===== src/rtl/ext_bus_uart_bridge.sv =====
// Bridges a CPU external bus cycle onto a byte-wide UART link: command, address,
// optional write data out, and for reads one reply byte back with a timeout fallback.
//
// state     | meaning
// IDLE      | waiting for req; no UART traffic owned
// SEND_CMD  | sending READ_CMD / WRITE_CMD
// SEND_AH   | sending latched address high byte
// SEND_AL   | sending latched address low byte
// SEND_DATA | sending latched write data (writes only)
// WAIT_RX   | waiting for the read reply byte, counting toward timeout
// DONE      | issuing the one-cycle ready (and timeout) pulse
module ext_bus_uart_bridge #(
  parameter int           TIMEOUT_CYCLES = 1023,
  parameter logic [7:0]   READ_CMD       = 8'h52,
  parameter logic [7:0]   WRITE_CMD      = 8'h57,
  parameter logic [7:0]   FAULT_DATA     = 8'hEA
) (
  input  logic       clk,
  input  logic       nrst,
  input  logic       req,
  input  logic       rw,
  input  logic [7:0] addr_high,
  input  logic [7:0] addr_low,
  input  logic [7:0] db_write,
  output logic [7:0] db_read,
  output logic       ready,
  output logic       busy,
  output logic       timeout,
  output logic [7:0] txdata,
  output logic       txclk,
  input  logic       txready,
  input  logic [7:0] rxdata,
  input  logic       rxready,
  output logic       rxclk
);

  localparam logic [2:0] IDLE      = 3'd0;
  localparam logic [2:0] SEND_CMD  = 3'd1;
  localparam logic [2:0] SEND_AH   = 3'd2;
  localparam logic [2:0] SEND_AL   = 3'd3;
  localparam logic [2:0] SEND_DATA = 3'd4;
  localparam logic [2:0] WAIT_RX   = 3'd5;
  localparam logic [2:0] DONE      = 3'd6;

  localparam logic [10:0] TMO_CNT = TIMEOUT_CYCLES[10:0];

  logic [2:0]  state;
  logic        rw_q;
  logic [7:0]  ah_q;
  logic [7:0]  al_q;
  logic [7:0]  wd_q;
  logic [10:0] wait_cnt;
  logic        to_flag;

  assign busy = (state != IDLE);

  always_ff @(posedge clk) begin
    if (!nrst) begin
      state    <= IDLE;
      rw_q     <= 1'b0;
      ah_q     <= 8'h00;
      al_q     <= 8'h00;
      wd_q     <= 8'h00;
      wait_cnt <= 11'd0;
      to_flag  <= 1'b0;
      db_read  <= 8'h00;
      txdata   <= 8'h00;
      txclk    <= 1'b0;
      rxclk    <= 1'b0;
      ready    <= 1'b0;
      timeout  <= 1'b0;
    end else begin
      txclk   <= 1'b0;
      ready   <= 1'b0;
      timeout <= 1'b0;
      // Outside WAIT_RX any received byte is stale: pop it without touching db_read.
      rxclk   <= rxready && (state != WAIT_RX);

      case (state)
        IDLE: begin
          if (req) begin
            rw_q  <= rw;
            ah_q  <= addr_high;
            al_q  <= addr_low;
            wd_q  <= db_write;
            state <= SEND_CMD;
          end
        end
        SEND_CMD: begin
          if (txready) begin
            txdata <= rw_q ? READ_CMD : WRITE_CMD;
            txclk  <= 1'b1;
            state  <= SEND_AH;
          end
        end
        SEND_AH: begin
          if (txready) begin
            txdata <= ah_q;
            txclk  <= 1'b1;
            state  <= SEND_AL;
          end
        end
        SEND_AL: begin
          if (txready) begin
            txdata   <= al_q;
            txclk    <= 1'b1;
            wait_cnt <= 11'd0;
            to_flag  <= 1'b0;
            state    <= rw_q ? WAIT_RX : SEND_DATA;
          end
        end
        SEND_DATA: begin
          if (txready) begin
            txdata <= wd_q;
            txclk  <= 1'b1;
            state  <= DONE;
          end
        end
        WAIT_RX: begin
          // A byte arriving on the timeout cycle still wins.
          if (rxready) begin
            db_read <= rxdata;
            rxclk   <= 1'b1;
            state   <= DONE;
          end else if (wait_cnt == TMO_CNT) begin
            db_read <= FAULT_DATA;
            to_flag <= 1'b1;
            state   <= DONE;
          end else begin
            wait_cnt <= wait_cnt + 11'd1;
          end
        end
        DONE: begin
          ready   <= 1'b1;
          timeout <= to_flag;
          to_flag <= 1'b0;
          state   <= IDLE;
        end
        default: state <= IDLE;
      endcase
    end
  end

endmodule


===== config.mk =====
export PLATFORM = sky130hd
export DESIGN_NAME = ext_bus_uart_bridge
export DESIGN_NICKNAME = d
export VERILOG_FILES = /design/src/rtl/ext_bus_uart_bridge.sv
export SDC_FILE = /design/constraint.sdc
export NUM_CORES = 1
export LEC_CHECK = 0
export BUFFER_PORTS_ARGS = -buffer_cell sky130_fd_sc_hd__buf_2
export CORE_MARGIN = 5
export CORE_UTILIZATION = 48
export DETAILED_ROUTE_END_ITERATION = 12
export PLACE_DENSITY = 0.85
export SLEW_MARGIN = 40
export SYNTH_ARGS = -nofsm -noshare
export SYNTH_HDL_FRONTEND = slang
export SYNTH_SLANG_ARGS = --single-unit

===== constraint.sdc =====
create_clock -name clk -period 1.9 [get_ports clk]
set_clock_uncertainty 0.2 [all_clocks]
set_input_delay 0.19 -clock clk [delete_from_list [all_inputs] [get_ports clk]]
set_output_delay 0.19 -clock clk [all_outputs]
set_load 0.01 [all_outputs]

Word-level counts from Yosys, hierarchy flattened
Cells that the tools add are included.
{ "word_totals": {"regBits": 60, "inputBits": 38, "output_inout_bits": 21, "wordCells": 76} }
{ "op_classes": {"n_addsub": 1, "n_eq_ne": 17, "n_mux": 29, "n_reduce_logical": 16} }
{ "op_table": {"columns": ["operator", "n"], "rows": [
  ["$mux W8", 6],
  ["$mux W11", 3],
  ["$pmux W8 S4", 1],
  ["$mux W3", 8],
  ["$pmux W11 S2", 1],
  ["$pmux W3 S6", 1],
  ["$ne A2 B2 Y1 const B", 8],
  ["$add A11 B1 Y11 const B", 1],
  ["$eq A11 B10 Y1 const B", 1],
  ["$eq A3 B3 Y1 const B", 3],
  ["$mux W1", 8],
  ["$reduce_and A2 Y1", 4],
  ["$reduce_and A4 Y1", 2],
  ["$eq A3 B2 Y1 const B", 2],
  ["$ne A3 B3 Y1 const B", 2],
  ["$reduce_and A6 Y1", 1],
  ["$reduce_bool A3 Y1", 2],
  ["$reduce_and A5 Y1", 1],
  ["$reduce_bool A2 Y1", 2],
  ["$reduce_bool A4 Y1", 1],
  ["$reduce_or A4 Y1", 1],
  ["$eq A3 B1 Y1 const B", 1],
  ["$logic_not A3 Y1", 1],
  ["$pmux W1 S3", 1],
  ["$logic_and A1 B1 Y1", 1]
]} }

Depth between registers and ports, before layout
{ "depth": {"word_depth": 4, "mapped_depth": 7, "mapped_depth_nobuf": 5} }

Worst setup path after synthesis
Ideal clock, no wire load.
{ "synth_timing": {"kind": "register -> register", "start": "reg wait_cnt[0]", "end": "reg state[1]", "setup_ns": 0.071, "arrival_time_ns": 1.601, "required_ns": 1.629, "slack_ns": 0.028, "stages_incl_launch_ff": 6, "path_buffers": 0, "synth_period_minus_slack_ns": 1.872, "cell_sequence": "dfxtp_1 > ha_1 > nand3_4 > o31a_1 > or4_1 > a21oi_1"} }
{ "synth_between": {"elab_chain_len": 3} }
{ "synth_lines": {"columns": ["element", "line", "text"], "rows": [
  ["start, declared", "52", "logic [10:0] wait_cnt;"],
  ["start signal, assigned", "130", "wait_cnt <= wait_cnt + 11'd1;"],
  ["$eq A11 B10 Y1", "125", "end else if (wait_cnt == TMO_CNT) begin"],
  ["$ne A3 B3 Y1 (no source line)", null, null],
  ["$reduce_and A6 Y1 (no source line)", null, null],
  ["end signal, assigned", "109", "state <= rw_q ? WAIT_RX : SEND_DATA;"],
  ["end, declared", "47", "logic [2:0] state;"]
]} }
No other way between the ends.
A chain may end at the register's enable or synchronous reset.

Worst setup path in the final report
{ "layout_timing": {"start": "reg wait_cnt[1]", "end": "reg state[1]"} }
The elaborated chain is that of the path after synthesis.

==> run summary <==
The flow ran to the end, but the final reports show violations. The final reports fail on negative setup slack. The tools report the final-report max-slew violation count as 0. The number of flops mapped to enable cells by yosys works out to 0. For this run, the leading register cell type out of synthesis is dfxtp_1. Cells with a size suffix above 1 make up 28.10% of the layout. The data arrival time at the worst-slack endpoint was 1990 ps; the mean number of vias per cell was 5.441. In this run the remaining antenna-violating nets after routing total 0.

The tools report the total congestion overflow as 0. Once layout is complete, the utilization of the core stands at 67.25%. The signed area change from the synthesized netlist to the final layout came out at 38.14%.

The critical path goes through ha_2 -> nand3_4 -> o31a_1 -> or4_4 -> a21oi_2. After the flow finishes, the layout carries non-filler instances totaling 492. The run gives 5405 um^2 as the total core area.

The number of clock buffers added by TritonCTS is 9. The first global-routing pass estimated 12.11 mm of wire. The number of max-cap violations is 0. The initial cell density of the core is 48.68%, and the worst-case setup slack after placement is -25.02 ps.

The global router's overall resource usage was 21.17%; the leakage power total was 1.484 nW. The logs give 3088 um^2 for the cell area after placement and 0 for the synthesis warning total. The maximum net fanout on the critical path works out to 8.

The worst setup path is launched from a register. The class of the worst hold path is input port to register. Summed over all instances, the cell type with the most area after synthesis is dfxtp_1. From bottom edge to top edge, the die measures 84.04 um. The length of the first detailed-routing pass in iterations came out at 4. Ranked by total cell area, the synthesized netlist is headed by dfxtp_1 (46%), nand2_1 (9.6%), a21oi_1 (8.6%). A synthesized cell averages 8.434 um^2.

For the count of endpoints failing setup in the final report, the log shows 1. Row generation in the floorplan step produced 27 rows. Summed over its instances, the top area cell type makes up 45.65% of the synthesized netlist area. The H-tree was split into 3 levels. The die covers 7063 um^2. The number of nets in the synthesized netlist is 351, and the total power per unit cell area is 806.9 nW/um^2. For this run, design rule violations remaining after detail routing come to 0. The distinct cell type count of the synthesized netlist is 50, and the biggest cell delay along the critical path is 530 ps.

The final cycle utilization of the critical path came out at 101.3%. For the gate count of the mapped netlist, the log shows 312. Internal power comes to 0.002176 W. In this run the register-to-register setup slack is -20 ps. After routing the design area is 3635 um^2. The repair_antennas step left the layout with diodes totalling 0. The worst setup path is of the register to register kind. The tools report the pin count of the biggest net entering global routing as 26. CTS placed an instance of clkbuf_8 at the clock tree root. For the final net count, the log shows 457. The tools report the latest clock arrival within the worst-skew pair as 330 ps. The via count of the first global-routing pass came out at 2,632. Port buffering added 58 buffers.

Combinational logic is responsible for 16.4% of the overall power. The die is 84.04 um wide. On the critical path, the stage with the largest delay is an instance of or4_4. The worst path needs 1925 ps of the cycle, external delays included. Sequential power share: 47.1%.

The number of buffers on the longest clock path came out at 2. STA puts the critical path data required time at 1960 ps. The tools report the worst setup margin as -24.97 ps. The tools report the final total negative setup slack as -24.97 ps.

For this run, asynchronously set or reset flops after synthesis account for 0%. Derived from the worst setup path, the maximum achievable clock frequency is 0.5195 GHz. The net switching power is 0.0007571 W, and the switching portion of total power is 25.82%. The relative slew slack came out at 75.36%. The tools report the count of routing violations after the opening detailed-route iteration as 99. Setup repair after global routing could not meet its margin everywhere. Summing over every cut layer, the via total after detailed routing is 2,677. The congestion estimate from routability-driven global placement came to 0.8169. Synthesis inferred 60 register bits. The transition time of the tightest slew-check pin was 369.6 ps. In this run, placement finished with an instance count of 445. For this block, the routed nets add up to 7.160 mm of wire. The CTS sink count is 60. IR analysis of the VDD net gives a maximum drop of 0.7450 mV. The tools report the kind of capture point of the worst setup path as a register. For the fraction of power consumed by the clock network, the log shows 36.6%. The run gives 0 as the initial antenna violation count. After synthesis, flip-flops and latches occupy 45.65% of the total area.

Clock-pin slew was measured on the worst setup and hold paths at 70 ps. TritonCTS built the clock tree. The logs give 0 for the buffers inserted during post-CTS setup optimization and 59 for the number of top-level design ports. The hold violation total from the final report was 0; the cell area after synthesis was 2631 um^2. Detailed placement ended at an HPWL of 4.520 mm.

Dividing the detail-routed wire length by the instance count gives 14.55 um.
## layout make-up
cell class,instances,area (um^2)
well taps,72,90.09
flip-flops and latches,60,1205
clock inverters,3,40.04
clock buffers,10,137.6
fillers,448,1770
repair buffers,117,830.8
multi-input cells,227,1320
inverters,3,11.26
## Yosys cell counts (3+ instances only)
cell type	n
o221a_2	7
nand4_1	3
o22ai_1	3
nand2_1	67
nor3_1	4
dfxtp_1	60
o21ai_0	13
nor2b_1	3
a2bb2oi_1	3
buf_2	5
or4_1	6
or3_1	3
a22oi_1	6
and2_1	4
a21oi_1	45
nand3_1	5
o31ai_1	6
clkbuf_1	11
nor2_1	10
nand3b_1	7
## through the flow
step	hold WS [ps]	power, W
floorplan	111.7	0.001660
global placement	227.9	0.001800
finish	112.7	0.002933
CTS	99.91	0.002922
detailed placement	230.1	0.001811
global route	140.2	0.003075
## cell usage in the layout, fill, tap and decap left out, drive strengths merged, types with 3 or more instances in the layout
cell type and count:
nand2 67, or4 7, a2bb2oi 3, or3 3, clkinv 3, nand3 6
a22oi 6, buf 83, nor2 10, dlygate4sd3 34, nand3b 7, nor3 4
nand4 3, a21oi 45, nor2b 3, o22ai 3, o21ai 13, clkbuf 10
and2 6, o31ai 6, dfxtp 60, o221a 7
## routing by layer
layer | share of wire [%] | vias to the layer above | track usage [%] | wire (um)
met5 | 0 | - | 0 | 0
met4 | 2.0 | 0 | 5.848 | 140
met3 | 6.3 | 16 | 7.206 | 454
met2 | 52 | 103 | 37.66 | 3732
met1 | 40 | 1228 | 23.86 | 2832
li1 | - | 1330 | - | -
## final timing paths
| path | cells after the start | from | endpoint |
|---|---|---|---|
| max | 5 | wait_cnt[1]$_SDFFE_PN0P_ | state[1]$_SDFFE_PN0P_ |
| min | 4 | nrst | state[0]$_SDFFE_PN0P_ |
| max reg2reg | 5 | wait_cnt[1]$_SDFFE_PN0P_ | state[1]$_SDFFE_PN0P_ |
| min reg2reg | 1 | wait_cnt[10]$_SDFFE_PN0P_ | wait_cnt[10]$_SDFFE_PN0P_ |
## flip-flops by register name (all words and copies together), names as in the netlist
name / count
wait_cnt: 11
ready: 1
db_read: 8
ah_q: 8
rxclk: 1
rw_q: 1
txclk: 1
state: 3
wd_q: 8
to_flag: 1
timeout: 1
al_q: 8
txdata: 8
## power groups by stage
stage / Clock, W / Sequential, W / Combinational, W
after floorplan: 0 / 0.00140 / 0.000256
after global routing: 0.00115 / 0.00139 / 0.000534
after global placement: 0 / 0.00140 / 0.000397
final: 0.00107 / 0.00138 / 0.000480
after detailed placement: 0 / 0.00141 / 0.000405
after CTS: 0.00108 / 0.00138 / 0.000461
## critical path: cells and delay by family (launching register included)
kind,cells,cell delay [ps]
and+or+nand+nor,2,650
AOI/OAI and AO/OA,2,430
adders and majority gates,1,210
DFF,1,350
## cell families after synthesis
kind of cell | share of synthesized area [%]
AND/OR/NAND/NOR | 25.82
buffers and inverters | 5.135
AO/OA/AOI/OAI | 22.16
flip-flops | 45.65
adder cells (fa/ha/maj) | 0.4754
multiplexers | 0.7608
## what timing repair did
item / CTS / global route
hold endpoints to repair: 34 / 0
endpoints found under the setup margin: 1 / 28
resized for setup: 1 / 10
pin swaps: 1 / 0
hold buffers: 34 / 0
(Power assumes the default switching activity.)
